File: src/rtl/irrigation_zone_scheduler_pkg.sv
// Shared types and constants for the irrigation zone scheduler.
// The state code 2'b11 is unused; the FSM treats it as a return to IDLE.
package irrigation_pkg;

    typedef enum logic [1:0] {
        IDLE  = 2'b00,
        WATER = 2'b01,
        GAP   = 2'b10
    } state_t;

    localparam int DUR_W              = 4;
    localparam int IDX_W              = 3;
    localparam int DEF_CYCLES_PER_SEC = 50000000;
    localparam int DEF_SHORT_SEC      = 3;
    localparam int DEF_LONG_SEC       = 6;
    localparam int DEF_GAP_SEC        = 1;

endpackage

File: src/rtl/irrigation_zone_scheduler_rr_arbiter.sv
// Combinational round-robin arbiter: grants the first requesting zone
// at or after ptr, searching upward with wrap-around.
module rr_arbiter
    import irrigation_pkg::*;
#(
    parameter int N = 4
) (
    input  logic [N-1:0]     req,
    input  logic [IDX_W-1:0] ptr,
    output logic             grant_valid,
    output logic [IDX_W-1:0] grant_idx
);

    logic [N-1:0]     rot;
    logic [IDX_W-1:0] rot_idx [N];

    // rot[gi] is the request of the zone gi places after ptr
    generate
        for (genvar gi = 0; gi < N; gi++) begin : g_rot
            logic [IDX_W:0] sum;
            logic [N-1:0]   sel;
            assign sum         = {1'b0, ptr} + (IDX_W + 1)'(gi);
            assign rot_idx[gi] = (sum >= (IDX_W + 1)'(N)) ? IDX_W'(sum - (IDX_W + 1)'(N))
                                                          : sum[IDX_W-1:0];
            assign sel         = {{(N - 1){1'b0}}, 1'b1} << rot_idx[gi];
            assign rot[gi]     = |(req & sel);
        end
    endgenerate

    always_comb begin
        grant_valid = 1'b0;
        grant_idx   = '0;
        for (int k = N - 1; k >= 0; k--) begin
            if (rot[k]) begin
                grant_valid = 1'b1;
                grant_idx   = rot_idx[k];
            end
        end
    end

endmodule

File: src/rtl/irrigation_zone_scheduler.sv
// Time-shares one pump among N_ZONES valves: latches short/long requests,
// serves them round-robin with a seconds timer and a pump rest gap.
module irrigation_zone_scheduler
    import irrigation_pkg::*;
#(
    parameter int N_ZONES        = 4,
    parameter int CYCLES_PER_SEC = DEF_CYCLES_PER_SEC,
    parameter int SHORT_SEC      = DEF_SHORT_SEC,
    parameter int LONG_SEC       = DEF_LONG_SEC,
    parameter int GAP_SEC        = DEF_GAP_SEC
) (
    input  logic               CLOCK_50,
    input  logic               reset_n,
    input  logic [N_ZONES-1:0] req_short,
    input  logic [N_ZONES-1:0] req_long,
    input  logic               abort,
    output logic [N_ZONES-1:0] valve,
    output logic               pump_on,
    output logic               busy,
    output logic [IDX_W-1:0]   active_zone,
    output logic [DUR_W-1:0]   sec_remaining,
    output logic [N_ZONES-1:0] pending
);

    localparam int               PW        = (CYCLES_PER_SEC > 1) ? $clog2(CYCLES_PER_SEC) : 1;
    localparam logic [PW-1:0]    PRESC_MAX = PW'(CYCLES_PER_SEC - 1);
    localparam logic [DUR_W-1:0] SHORT_DUR = DUR_W'(SHORT_SEC);
    localparam logic [DUR_W-1:0] LONG_DUR  = DUR_W'(LONG_SEC);
    localparam logic [DUR_W-1:0] GAP_DUR   = DUR_W'(GAP_SEC);

    state_t             state_reg;
    logic [N_ZONES-1:0] valve_reg;
    logic               pump_on_reg;
    logic [IDX_W-1:0]   active_zone_reg;
    logic [DUR_W-1:0]   sec_remaining_reg;
    logic [DUR_W-1:0]   gap_left_reg;
    logic [N_ZONES-1:0] pending_reg;
    logic [N_ZONES-1:0] pending_long_reg;
    logic [PW-1:0]      presc_reg;
    logic [IDX_W-1:0]   ptr_reg;

    logic               grant_valid;
    logic [IDX_W-1:0]   grant_idx;
    logic [N_ZONES-1:0] grant_onehot;
    logic               grant_now;
    logic               presc_wrap;
    logic [N_ZONES-1:0] pending_next;
    logic [N_ZONES-1:0] pending_long_next;

    rr_arbiter #(
        .N (N_ZONES)
    ) u_arbiter (
        .req         (pending_reg),
        .ptr         (ptr_reg),
        .grant_valid (grant_valid),
        .grant_idx   (grant_idx)
    );

    assign grant_onehot = {{(N_ZONES - 1){1'b0}}, 1'b1} << grant_idx;
    assign grant_now    = (state_reg == IDLE) && grant_valid;
    assign presc_wrap   = (presc_reg == PRESC_MAX);

    // New requests are OR-ed in after the grant clears its bit, so a zone
    // asking again while being served keeps a turn for later.
    always_comb begin
        pending_next      = pending_reg;
        pending_long_next = pending_long_reg;
        if (grant_now) begin
            pending_next      = pending_next & ~grant_onehot;
            pending_long_next = pending_long_next & ~grant_onehot;
        end
        pending_next      = pending_next | req_short | req_long;
        pending_long_next = pending_long_next | req_long;
    end

    always_ff @(posedge CLOCK_50 or negedge reset_n) begin
        if (!reset_n) begin
            state_reg         <= IDLE;
            valve_reg         <= '0;
            pump_on_reg       <= 1'b0;
            active_zone_reg   <= '0;
            sec_remaining_reg <= '0;
            gap_left_reg      <= '0;
            pending_reg       <= '0;
            pending_long_reg  <= '0;
            presc_reg         <= '0;
            ptr_reg           <= '0;
        end else if (abort) begin
            state_reg         <= IDLE;
            valve_reg         <= '0;
            pump_on_reg       <= 1'b0;
            active_zone_reg   <= '0;
            sec_remaining_reg <= '0;
            gap_left_reg      <= '0;
            pending_reg       <= '0;
            pending_long_reg  <= '0;
            presc_reg         <= '0;
        end else begin
            pending_reg      <= pending_next;
            pending_long_reg <= pending_long_next;
            case (state_reg)
                IDLE: begin
                    if (grant_valid) begin
                        state_reg         <= WATER;
                        valve_reg         <= grant_onehot;
                        pump_on_reg       <= 1'b1;
                        active_zone_reg   <= grant_idx;
                        sec_remaining_reg <= (|(pending_long_reg & grant_onehot)) ? LONG_DUR : SHORT_DUR;
                        presc_reg         <= '0;
                        ptr_reg           <= (grant_idx == IDX_W'(N_ZONES - 1)) ? '0 : grant_idx + 1'b1;
                    end
                end
                WATER: begin
                    if (presc_wrap) begin
                        presc_reg <= '0;
                        if (sec_remaining_reg == DUR_W'(1)) begin
                            state_reg         <= GAP;
                            valve_reg         <= '0;
                            pump_on_reg       <= 1'b0;
                            active_zone_reg   <= '0;
                            sec_remaining_reg <= '0;
                            gap_left_reg      <= GAP_DUR;
                        end else begin
                            sec_remaining_reg <= sec_remaining_reg - 1'b1;
                        end
                    end else begin
                        presc_reg <= presc_reg + 1'b1;
                    end
                end
                GAP: begin
                    if (presc_wrap) begin
                        presc_reg <= '0;
                        if (gap_left_reg == DUR_W'(1)) begin
                            state_reg    <= IDLE;
                            gap_left_reg <= '0;
                        end else begin
                            gap_left_reg <= gap_left_reg - 1'b1;
                        end
                    end else begin
                        presc_reg <= presc_reg + 1'b1;
                    end
                end
                default: begin
                    state_reg         <= IDLE;
                    valve_reg         <= '0;
                    pump_on_reg       <= 1'b0;
                    active_zone_reg   <= '0;
                    sec_remaining_reg <= '0;
                    gap_left_reg      <= '0;
                    presc_reg         <= '0;
                end
            endcase
        end
    end

    assign valve         = valve_reg;
    assign pump_on       = pump_on_reg;
    assign busy          = (state_reg == WATER) || (state_reg == GAP);
    assign active_zone   = active_zone_reg;
    assign sec_remaining = sec_remaining_reg;
    assign pending       = pending_reg;

endmodule
File: config.mk
export PLATFORM = sky130hd
export DESIGN_NAME = irrigation_zone_scheduler
export DESIGN_NICKNAME = d
export VERILOG_FILES = /design/src/rtl/irrigation_zone_scheduler_pkg.sv /design/src/rtl/irrigation_zone_scheduler_rr_arbiter.sv /design/src/rtl/irrigation_zone_scheduler.sv
export SDC_FILE = /design/constraint.sdc
export NUM_CORES = 1
export LEC_CHECK = 0
export ABC_AREA = 1
export CAP_MARGIN = 20
export CORE_ASPECT_RATIO = 0.7
export CORE_MARGIN = 3
export CORE_UTILIZATION = 63
export CTS_CLUSTER_SIZE = 40
export DETAILED_ROUTE_END_ITERATION = 10
export GPL_ROUTABILITY_DRIVEN = 0
export PLACE_DENSITY = 0.95
export SLEW_MARGIN = 30
export SYNTH_ARGS = -nofsm -noshare
export SYNTH_HDL_FRONTEND = slang
export SYNTH_SLANG_ARGS = --single-unit
File: constraint.sdc
create_clock -name CLOCK_50 -period 5.5 [get_ports CLOCK_50]
set_input_delay 1.65 -clock CLOCK_50 [delete_from_list [all_inputs] [get_ports CLOCK_50]]
set_output_delay 1.65 -clock CLOCK_50 [all_outputs]
set_load 0.005 [all_outputs]
==> results of run 1 <==
per-stage QoR:
| stage | worst slack (ns) | hold WS (ns) | power, uW |
|---|---|---|---|
| 4_1_cts | 1.77 | 0.497 | 1740 |
| 2_1_floorplan | 2.79 | 0.465 | 1230 |
| 6_report | 1.72 | 0.494 | 1780 |
| 3_5_place_dp | 1.45 | 0.475 | 1520 |
| 5_1_grt | 1.59 | 0.536 | 1890 |
| 3_3_place_gp | 1.60 | 0.462 | 1470 |
metal layers:
layer | global-route usage | wire length, um
met1 | 0.409 | 4070
met2 | 0.404 | 3840
met3 | 0.0629 | 1100
met4 | 0.0722 | 167
met5 | 0 | 0
power groups by stage:
stage | Combinational [uW] | Clock (uW) | Sequential, uW
floorplan | 712 | 0 | 521
global placement | 939 | 0 | 530
detailed placement | 991 | 0 | 533
CTS | 1000 | 216 | 526
global route | 1120 | 232 | 537
finish | 1030 | 213 | 530
path summary, 6_finish.rpt:
path / to / slack [ns]
worst max-delay path: sec_remaining[3] / 1.72
worst min-delay path: active_zone[1] / 0.49
worst max register to register: sec_remaining[2] / 2.50
worst min register to register: active_zone[1] / 0.49
max in group asynchronous: presc_reg[20] / 3.60
min in group asynchronous: ptr_reg[1] / 1.44
cell usage after synthesis (all sizes together):
cell type | n | area, um^2
nand2 | 125 | 517
inv | 57 | 214
dfrtp | 55 | 1380
nor2 | 54 | 228
o21ai | 38 | 220
nand3 | 28 | 183
a21oi | 21 | 109
nor3 | 21 | 120
ha | 20 | 250
nand4 | 17 | 128
xor2 | 12 | 105
buf | 5 | 46.3
nor4 | 5 | 43.8
o21bai | 4 | 30.0
o21a | 3 | 22.5
a21boi | 2 | 15.0
and2 | 2 | 12.5
clkinv | 2 | 12.5
a31oi | 1 | 6.26
and3 | 1 | 6.26
clkbuf | 1 | 3.75
nand3b | 1 | 7.51
o22a | 1 | 8.76
o22ai | 1 | 6.26
o31ai | 1 | 7.51
cells in the final DEF (no fill, tap or decap), types with 15 or more instances in the layout:
cell type / instances
nand2_1: 112
dfrtp_1: 55
inv_1: 52
nor2_1: 48
clkdlybuf4s50_1: 26
nand3_1: 24
a21oi_1: 20
ha_1: 20
nor3_1: 18
o21ai_1: 16
nand4_1: 15
cells by family after synthesis:
kind of cell / Yosys count / share of synthesized area
XOR/XNOR: 12 / 0.0286
flip-flops: 55 / 0.374
AND/OR/NAND/NOR: 254 / 0.338
buffers and inverters: 65 / 0.0752
adder cells (fa/ha/maj): 20 / 0.0680
AO/OA/AOI/OAI: 72 / 0.116
worst max-delay path: cells and delay by family:
kind / cells / cell delay [ns]
and+or+nand+nor: 5 / 0.95
buffers and inverters: 4 / 1.27
AOI/OAI and AO/OA: 1 / 0.14
layout make-up:
type / count / area, um^2
timing repair buffer: 28 / 273
inverter: 59 / 226
sequential: 55 / 1380
tap: 72 / 90.1
clock inverter: 1 / 5.00
multi-input combinational: 358 / 2030
fill: 382 / 1380
clock buffer: 7 / 76.3
==> results by group, run 1 <==
Synthesis
  – Warnings from Yosys: 0
  – Post-synthesis cell type count: 42
  – Avg Inst Size Synth: 7.70 um^2
  – Post-synthesis sequential area ratio: 0.374
  – Syn Inst Count: about 480
  – Synth Register Bits: 55
  – Post-Synthesis Cell Area: about 3700 um^2
  – Post-Syn Nets: about 510

Timing
  – Skew final: 0.00606 ns
  – Fin crit share: 0.687
  – Fin. Hold Viols: 0
  – Slew Viols, Final: 0
  – Achievable frequency: roughly 260 MHz
  – Slew Limit Headroom: 0.559
  – RSZ-0062 raised after global routing: no
  – Worst slew pin tran: around 0.66 ns
  – Crit path time final: 3.78 ns
  – Final Setup Violations: 0
  – Setup tns final: 0 ns

Route
  – Drt first pass iters: 6
  – DRC: 0
  – Via density: about 5.9
  – DR WL/cell: 15.8 um
  – Iteration-0 DRC Markers: approximately 540
  – Detailed Route WL: between 9000 and 10000 um
  – Routed via count: about 3400
  – Routed Antenna Nets: 0

Clock tree
  – CTS Hold Bufs: 0
  – Post-CTS Setup Inserts: 0
  – Post-CTS sizing: 0
  – Clock Latency Late Sink: slightly above 0.3 ns
  – Clock buffer depth: 2
  – CTS tree: yes
  – # H-tree levels: 2
  – Worst-path clk slew: approximately 0.090 ns
  – Clock root buffer: clkbuf_8
  – Num CTS Buffers: 5
  – Clk sinks: 55

Setup path
  – R2R depth: 17
  – Setup crit start kind: input port
  – Crit-path slowest cell: clkdlybuf4s50_1
  – Crit end category: register
  – CP Data Required Time: ~5.7 ns
  – Slowest stage delay, CP: 0.71 ns
  – Kind of critical path: input port to register
  – CP startpoint: abort
  – R2R Path Start: ptr_reg[0]
  – Crit path cell chain: clkdlybuf4s50_1 -> inv_2 -> nand2_1 -> inv_1 -> nand3_4 -> nand3_4 -> clkinv_4 -> nand2_4 -> nand2_1 -> a21oi_1
  – Arr. time, crit path: roughly 4.0 ns
  – Critical path peak fanout: 31

Global route
  – First-pass GRT wire length: around 15000 um
  – Total GRT Usage: 0.274
  – Initial antenna violation count: 0
  – Number of global-route vias before repair: roughly 3200
  – Remaining Overflow, GRT: 0
  – Largest net degree at the start of global routing: 56

Power and ir drop
  – Pleak: around 0.0018 uW
  – Internal power: 903 uW
  – Cell Pwr Density: between 400 and 500 nW/um^2
  – Sw Share: 0.492
  – P_sw: 874 uW
  – Peak VDD IR: between 0.2 and 0.25 mV
  – Gate power share: 0.582
  – Clk network pwr share: 0.120
  – Part of the power in registers: 0.298

Final layout
  – N_diodes: 0
  – Layout cell share with drive strength beyond 1: 0.104
  – Cell area after layout: a little over 4000 um^2
  – Largest register FFs: 26
  – Area Growth Syn to Fin: 10.7%
  – Fin cells: 580
  – Number of nets in the layout: approximately 540
  – Post-Route Utilization: 0.747

Die
  – Core ar.: about 5500 um^2
  – Std cell rows: 22
  – Die Ht: ~70 um
  – DIE AREA: around 6800 um^2
  – Num ports: 28
  – Starting Density: 0.675
  – Die Width: between 90 and 100 um

Placement
  – HPWL after DPL: 7020 um
  – Post-DP Area: 3990 um^2
  – Placed insts: between 500 and 600
  – IO buf count: 27

Outcome
  – Status: finished, final reports clean

Hold path
  – Hold path start: active_zone[1]
  – Worst Hold Class: register to register
  – WHS Path Cells: 2

Job
  – Max-cap violations: 0
(Power assumes the default switching activity.)
==> inputs of run 2 (changes only) <==
--- a/config.mk
+++ b/config.mk
@@ -9,11 +9,11 @@
 export CAP_MARGIN = 20
 export CORE_ASPECT_RATIO = 0.7
 export CORE_MARGIN = 3
-export CORE_UTILIZATION = 63
+export CORE_UTILIZATION = 59
 export CTS_CLUSTER_SIZE = 40
 export DETAILED_ROUTE_END_ITERATION = 10
 export GPL_ROUTABILITY_DRIVEN = 0
-export PLACE_DENSITY = 0.95
+export PLACE_DENSITY = 0.9
 export SLEW_MARGIN = 30
 export SYNTH_ARGS = -nofsm -noshare
 export SYNTH_HDL_FRONTEND = slang
==> constraint.sdc (replaced) <==
create_clock -name CLOCK_50 -period 3.7 [get_ports CLOCK_50]
set_input_delay 1.11 -clock CLOCK_50 [delete_from_list [all_inputs] [get_ports CLOCK_50]]
set_output_delay 1.11 -clock CLOCK_50 [all_outputs]
set_load 0.005 [all_outputs]
==> run 2 against run 1 <==
  * First-iteration DRC count decreased by 30%
  * Global-route usage decreased by 0.87 points
  * Clock power increased by 85%
  * Sequential power increased by 48%
  * Power increased by 52%
  * Critical endpoint is now sec_remaining[2]
  * Largest cell class unchanged
  * Highest routed layer unchanged
==> results by group, run 2 (synthesized netlist as in run 1, its figures left out) <==
Clock tree
  – Num CTS Buffers: 5 (unchanged)
  – Clock buffer depth: 2 (unchanged)
  – CTS tree: yes (unchanged)
  – Post-CTS sizing: 0 (unchanged)
  – Clock root buffer: clkbuf_8 (unchanged)
  – CTS Hold Bufs: 0 (unchanged)
  – Post-CTS Setup Inserts: 0 (unchanged)
  – # H-tree levels: 2 (unchanged)
  – Clock Latency Late Sink: 0.32 ns (was 0.31 ns)
  – Clk sinks: 55 (unchanged)
  – Worst-path clk slew: 0.11 ns (was 0.09 ns)

Setup path
  – Critical Path Sink: sec_remaining[2] (was sec_remaining[3])
  – Slowest stage delay, CP: 0.53 ns (was 0.71 ns)
  – CP startpoint: ptr_reg[0] (was abort)
  – Kind of critical path: register to register (was input port to register)
  – R2R Setup Slk: 0.69 ns (was 2.50 ns)
  – Crit end category: register (unchanged)
  – Critical path's top delay family: compound AO/OA/AOI/OAI gates (was buffers and inverters)
  – Crit path cell chain: inv_2 -> ha_1 -> nor2_2 -> nand2_1 -> a21oi_2 -> nor2_1 -> o21ai_0 -> nand2_1 -> o21bai_1 -> inv_1 -> ha_1 -> nand4_1 -> nand2_1 -> o21ai_0 -> nand2_1 -> nand2_1 -> nand2_1 (was clkdlybuf4s50_1 -> inv_2 -> nand2_1 -> inv_1 -> nand3_4 -> nand3_4 -> clkinv_4 -> nand2_4 -> nand2_1 -> a21oi_1)
  – CP Buf/Inv Count: 2 (was 4)
  – Arr. time, crit path: 3.23 ns (was 4.01 ns)
  – Worst path most repeated cell: nand2_1
  – Number of cells on the critical path: 17 (was 10)
  – Worst R2R End: sec_remaining[2] (unchanged)
  – R2R depth: 17 (unchanged)
  – Crit-path slowest cell: dfrtp_1 (was clkdlybuf4s50_1)
  – R2R Path Start: ptr_reg[0] (unchanged)
  – Critical path peak fanout: 8 (was 31)
  – Setup crit start kind: register (was input port)
  – CP Data Required Time: 3.92 ns (was 5.73 ns)

Route
  – Routed Antenna Nets: 0 (unchanged)
  – DRC: 0 (unchanged)
  – Via density: 5.89 (was 5.95)
  – Detailed Route WL: 9200 um (was 9170 um)
  – Iteration-0 DRC Markers: 376 (was 539)
  – Drt first pass iters: 5 (was 6)
  – Routed via count: 3440 (was 3449)
  – DR WL/cell: 15.8 um (about the same)

Power and ir drop
  – Peak VDD IR: 0.319 mV (was 0.202 mV)
  – Power consumption: 2700 uW (was 1780 uW)
  – Cell Pwr Density: 656 nW/um^2 (was 436 nW/um^2)
  – Pleak: 0.00181 uW (was 0.00179 uW)

Timing
  – RSZ-0062 raised after global routing: no (unchanged)
  – Setup tns final: 0 ns (unchanged)
  – Final worst slack: 0.689 ns (was 1.72 ns)
  – Fin. Hold Viols: 0 (unchanged)
  – Slew Viols, Final: 0 (unchanged)
  – Skew final: 0.0186 ns (was 0.00606 ns)
  – Achievable frequency: around 330 MHz
  – Slew Limit Headroom: 0.622 (was 0.559)
  – Worst slew pin tran: 0.563 ns (was 0.662 ns)
  – Crit path time final: ~3.0 ns
  – Fin crit share: 0.814
  – Final Setup Violations: 0 (unchanged)

Global route
  – Initial antenna violation count: 0 (unchanged)
  – Largest net degree at the start of global routing: 39 (was 56)
  – Total GRT Usage: 0.265 (was 0.274)
  – Remaining Overflow, GRT: 0 (unchanged)
  – Number of global-route vias before repair: 3244 (was 3171)
  – First-pass GRT wire length: 15400 um (was 15200 um)

Die
  – Die Width: 100 um (was 97.3 um)
  – Std cell rows: 23 (was 22)
  – DIE AREA: 7230 um^2 (was 6810 um^2)
  – Num ports: 28 (unchanged)
  – Core ar.: 5870 um^2 (was 5450 um^2)
  – Die Ht: 72.1 um (was 69.9 um)
  – Starting Density: 0.627 (was 0.675)

Final layout
  – Most frequent cells in the layout: 112 x nand2_1, 55 x dfrtp_1, 52 x inv_1 (unchanged)
  – Most common cell after layout, fill and taps aside: nand2_1 (unchanged)
  – Layout cell share with drive strength beyond 1: 0.110 (was 0.104)
  – Largest register FFs: 26 (unchanged)
  – Area Growth Syn to Fin: 11.9% (was 10.7%)
  – Area of the multi-input gates: 2030 um^2 (unchanged)
  – Cell area after layout: 4120 um^2 (was 4070 um^2)
  – FILL cells: 472 (was 382)
  – Reg area: 1380 um^2 (unchanged)
  – Number of nets in the layout: 540 (was 538)
  – N_diodes: 0 (unchanged)

Placement
  – IO buf count: 27 (unchanged)
  – HPWL after DPL: 7060 um (was 7020 um)
  – Worst Setup Slack post-DPL: 0.633 ns (was 1.45 ns)
  – Post-DP Area: 4010 um^2 (was 3990 um^2)

Hold path
  – Hold path start: valve[1] (was active_zone[1])
  – Worst Hold Class: register to register (unchanged)

Outcome
  – Status: finished, final reports clean (unchanged)

Job
  – Max-cap violations: 0 (unchanged)
==> run 2: worst min path at each step <==
stage                    end  slack, ns  cells past startpoint
global route         pump_on       0.53                      2
floorplan            pump_on       0.47                      2
global placement     pump_on       0.46                      2
detailed placement  valve[1]       0.48                      2
finish              valve[1]       0.50                      2
CTS                 valve[1]       0.50                      2
==> run 2: tightest hold or removal path, cell delays in order (launching register included) <==
cell	delay (ns)
dfrtp_1	0.35
nand2_1	0.07
o21ai_2	0.05
==> run 2: layer usage <==
| metal | global-route usage | vias up | wire length, um |
|---|---|---|---|
| met5 | 0 | - | 0 |
| met1 | 0.405 | 1611 | 4280 |
| met2 | 0.386 | 192 | 3850 |
| met3 | 0.0711 | 11 | 1020 |
| li1 | - | 1626 | - |
| met4 | 0.0433 | 0 | 54 |
==> run 2: metrics by stage <==
step           hold slack [ns]  instances  utilization
3_5_place_dp             0.482        577        0.683
3_3_place_gp             0.457        577        0.683
2_1_floorplan            0.465        478            -
6_report                 0.498        584        0.701
4_1_cts                  0.504        584        0.701
5_1_grt                  0.532        584        0.701
==> run 2: layout make-up <==
| class | instances | share of cell area |
|---|---|---|
| Clock buffer | 5 | 0.0167 |
| Multi-Input combinational cell | 358 | 0.492 |
| Inverter | 59 | 0.0550 |
| Tap cell | 75 | 0.0228 |
| Clock inverter | 2 | 0.00912 |
| Sequential cell | 55 | 0.334 |
| Timing Repair Buffer | 30 | 0.0699 |
==> run 2: power by group <==
group / leakage (uW) / switching, uW / internal [uW] / total (uW)
clock: 0.0000502 / 196 / 198 / 394
combinational: 0.00102 / 997 / 524 / 1520
sequential: 0.000740 / 93.7 / 691 / 785
==> inputs of run 3 (changes only) <==
--- a/config.mk
+++ b/config.mk
@@ -9,11 +9,11 @@
 export CAP_MARGIN = 20
 export CORE_ASPECT_RATIO = 0.7
 export CORE_MARGIN = 3
-export CORE_UTILIZATION = 59
+export CORE_UTILIZATION = 53
 export CTS_CLUSTER_SIZE = 40
 export DETAILED_ROUTE_END_ITERATION = 10
 export GPL_ROUTABILITY_DRIVEN = 0
-export PLACE_DENSITY = 0.9
+export PLACE_DENSITY = 0.86
 export SLEW_MARGIN = 30
 export SYNTH_ARGS = -nofsm -noshare
 export SYNTH_HDL_FRONTEND = slang
==> constraint.sdc (replaced) <==
create_clock -name CLOCK_50 -period 2.5 [get_ports CLOCK_50]
set_input_delay 0.75 -clock CLOCK_50 [delete_from_list [all_inputs] [get_ports CLOCK_50]]
set_output_delay 0.75 -clock CLOCK_50 [all_outputs]
set_load 0.005 [all_outputs]
==> run 3 against run 2 <==
  * The run now ends with negative setup slack left
  * Cell area up 8.8%
  * Sequential share of layout area decreased by 2.6 points
  * Flip-flop and latch count is the same
  * Non-clock buffer count rose by 26
  * Utilization is 0.76 points lower
  * Routed wire length grew 22%
  * Largest power group unchanged
==> results by group, run 3 (synthesized netlist as in run 1, its figures left out) <==
Clock tree
  – Worst-path clk slew: 0.11 ns (about the same)
  – # H-tree levels: 2 (unchanged)
  – Clock buffer depth: 2 (unchanged)
  – Clk sinks: 55 (unchanged)
  – CTS Hold Bufs: 0 (unchanged)
  – Clock root buffer: clkbuf_8 (unchanged)
  – Num CTS Buffers: 5 (unchanged)
  – CTS tree: yes (unchanged)
  – Clock Latency Late Sink: 0.33 ns (was 0.32 ns)

Die
  – Std cell rows: 24 (was 23)
  – Num ports: 28 (unchanged)
  – DIE AREA: 7990 um^2 (was 7230 um^2)
  – Starting Density: 0.570 (was 0.627)
  – Die Ht: 75.7 um (was 72.1 um)
  – Die Width: 106 um (was 100 um)
  – Core ar.: 6460 um^2 (was 5870 um^2)

Timing
  – Slew Limit Headroom: 0.592 (was 0.622)
  – Skew final: 0.0103 ns (was 0.0186 ns)
  – RSZ-0062 raised after global routing: yes (was no)
  – Crit path time final: 2.55 ns (was 3.01 ns)
  – Fin. Hold Viols: 0 (unchanged)
  – Final worst slack: -0.0469 ns (was 0.689 ns)
  – Final Setup Violations: 2 (was 0)
  – Achievable frequency: 393 MHz (was 332 MHz)
  – Fin crit share: 1.02 (was 0.814)
  – Worst slew pin tran: 0.606 ns (was 0.563 ns)
  – Slew Viols, Final: 0 (unchanged)
  – Hold Slack: 0.342 ns (was 0.498 ns)

Power and ir drop
  – Cell Pwr Density: 1070 nW/um^2 (was 656 nW/um^2)
  – Pleak: 0.00194 uW (was 0.00181 uW)
  – Peak VDD IR: 0.574 mV (was 0.319 mV)

Final layout
  – Area Growth Syn to Fin: 21.7% (was 11.9%)
  – Cell area after layout: 4480 um^2 (was 4120 um^2)
  – FILL cells: 454 (was 472)
  – Largest register FFs: 26 (unchanged)
  – Fin cells: 627 (was 584)
  – Post-Route Utilization: 0.694 (was 0.701)
  – Most frequent cells in the layout: 105 x nand2_1, 53 x dfrtp_1, 50 x inv_1 (was 112 x nand2_1, 55 x dfrtp_1, 52 x inv_1)
  – Reg area: 1380 um^2 (about the same)
  – Layout cell share with drive strength beyond 1: 0.203 (was 0.110)
  – Number of nets in the layout: 566 (was 540)
  – Most common cell after layout, fill and taps aside: nand2_1 (unchanged)
  – Area of the multi-input gates: 2150 um^2 (was 2030 um^2)
  – N_diodes: 0 (unchanged)

Global route
  – Remaining Overflow, GRT: 0 (unchanged)
  – Initial antenna violation count: 0 (unchanged)
  – Number of global-route vias before repair: 3269 (was 3244)
  – First-pass GRT wire length: 15800 um (was 15400 um)
  – Largest net degree at the start of global routing: 28 (was 39)
  – Total GRT Usage: 0.251 (was 0.265)

Setup path
  – Worst R2R End: sec_remaining[0] (was sec_remaining[2])
  – CP Data Required Time: 2.73 ns (was 3.92 ns)
  – R2R depth: 18 (was 17)
  – R2R Path Start: ptr_reg[0] (unchanged)
  – Slowest stage delay, CP: 0.48 ns (was 0.53 ns)
  – Critical path peak fanout: 5 (was 8)
  – Worst path most repeated cell: nand2_1 (unchanged)
  – Kind of critical path: register to register (unchanged)
  – R2R Setup Slk: -0.05 ns (was 0.69 ns)
  – Crit-path slowest cell: dfrtp_2 (was dfrtp_1)
  – Setup crit start kind: register (unchanged)
  – Crit path cell chain: clkinv_4 -> ha_1 -> nand2_1 -> nand2_2 -> nand2_1 -> nand2_2 -> nor2_2 -> nor2_1 -> a21oi_2 -> buf_4 -> ha_2 -> nand4_1 -> nand2_1 -> nor2_1 -> nand2_1 -> nand2_1 -> nand2_1 -> nand2_1 (was inv_2 -> ha_1 -> nor2_2 -> nand2_1 -> a21oi_2 -> nor2_1 -> o21ai_0 -> nand2_1 -> o21bai_1 -> inv_1 -> ha_1 -> nand4_1 -> nand2_1 -> o21ai_0 -> nand2_1 -> nand2_1 -> nand2_1)
  – Arr. time, crit path: 2.78 ns (was 3.23 ns)
  – Crit end category: register (unchanged)

Placement
  – Placed insts: 603 (was 577)
  – Post-DP Area: 4120 um^2 (was 4010 um^2)
  – IO buf count: 27 (unchanged)
  – Worst Setup Slack post-DPL: -0.134 ns (was 0.633 ns)
  – HPWL after DPL: 7310 um (was 7060 um)

Route
  – DRC: 0 (unchanged)
  – Detailed Route WL: 11300 um (was 9200 um)
  – Drt first pass iters: 7 (was 5)
  – Routed Antenna Nets: 0 (unchanged)
  – Iteration-0 DRC Markers: 569 (was 376)
  – Via density: 6.17 (was 5.89)
  – Routed via count: 3869 (was 3440)
  – DR WL/cell: 17.9 um (was 15.8 um)

Outcome
  – Failing checks: negative setup slack
  – Status: finished, violations left (was finished, final reports clean)

Hold path
  – Worst Hold Class: input port to async pin (was register to register)

Job
  – Max-cap violations: 0 (unchanged)
## run 3: worst max path at each step
stage | startpoint | to | slack [ns] | cells past startpoint
floorplan | ptr_reg[0] | sec_remaining[2] | 0.08 | 17
global placement | ptr_reg[0] | sec_remaining[2] | 0.06 | 17
detailed placement | ptr_reg[0] | sec_remaining[2] | -0.13 | 17
CTS | ptr_reg[0] | sec_remaining[2] | 0.01 | 17
finish | ptr_reg[0] | sec_remaining[0] | -0.05 | 18
global route | ptr_reg[0] | sec_remaining[0] | -0.20 | 19
## run 3: where the power goes
group	leakage [uW]	switching (uW)	internal, uW	total, uW
combinational	0.00115	1870	1190	3050
clock	0.0000505	321	253	574
sequential	0.000738	147	1030	1170
## run 3: metrics by stage
| stage | setup TNS [ns] | total power [uW] |
|---|---|---|
| floorplan | 0 | 2710 |
| global placement | 0 | 3380 |
| detailed placement | -0.199 | 3490 |
| CTS | 0 | 4140 |
| global route | -1.06 | 5030 |
| finish | -0.0811 | 4800 |
## run 3: metal layers
metal / global-route usage / part of all wire / vias up / wire [um]
met1: 0.351 / 0.38 / 1755 / 4320
met4: 0.0661 / 0.046 / 0 / 519
li1: - / - / 1677 / -
met5: 0 / 0 / - / 0
met3: 0.0576 / 0.15 / 92 / 1710
met2: 0.403 / 0.42 / 345 / 4700
## run 3: critical path, delay by kind of cell, from the launching register on
| kind | cells | cell delay [ns] |
|---|---|---|
| fa+ha+maj | 2 | 0.42 |
| simple gates | 13 | 1.10 |
| flops | 1 | 0.48 |
| compound gates | 1 | 0.17 |
| buf+inv | 2 | 0.30 |
## run 3: timing repair
item,CTS,global route
setup buffers,5,11
pin swaps,1,11
gates resized for setup,2,38
setup endpoints to repair,6,11
## run 3: area by class of cell
type                    instances  area share
inverters                      59      0.0522
repair buffers                 56       0.111
well taps                      91      0.0254
flip-flops and latches         55       0.308
multi-input cells             358       0.480
clock buffers                   7      0.0215
clock inverters                 1     0.00168
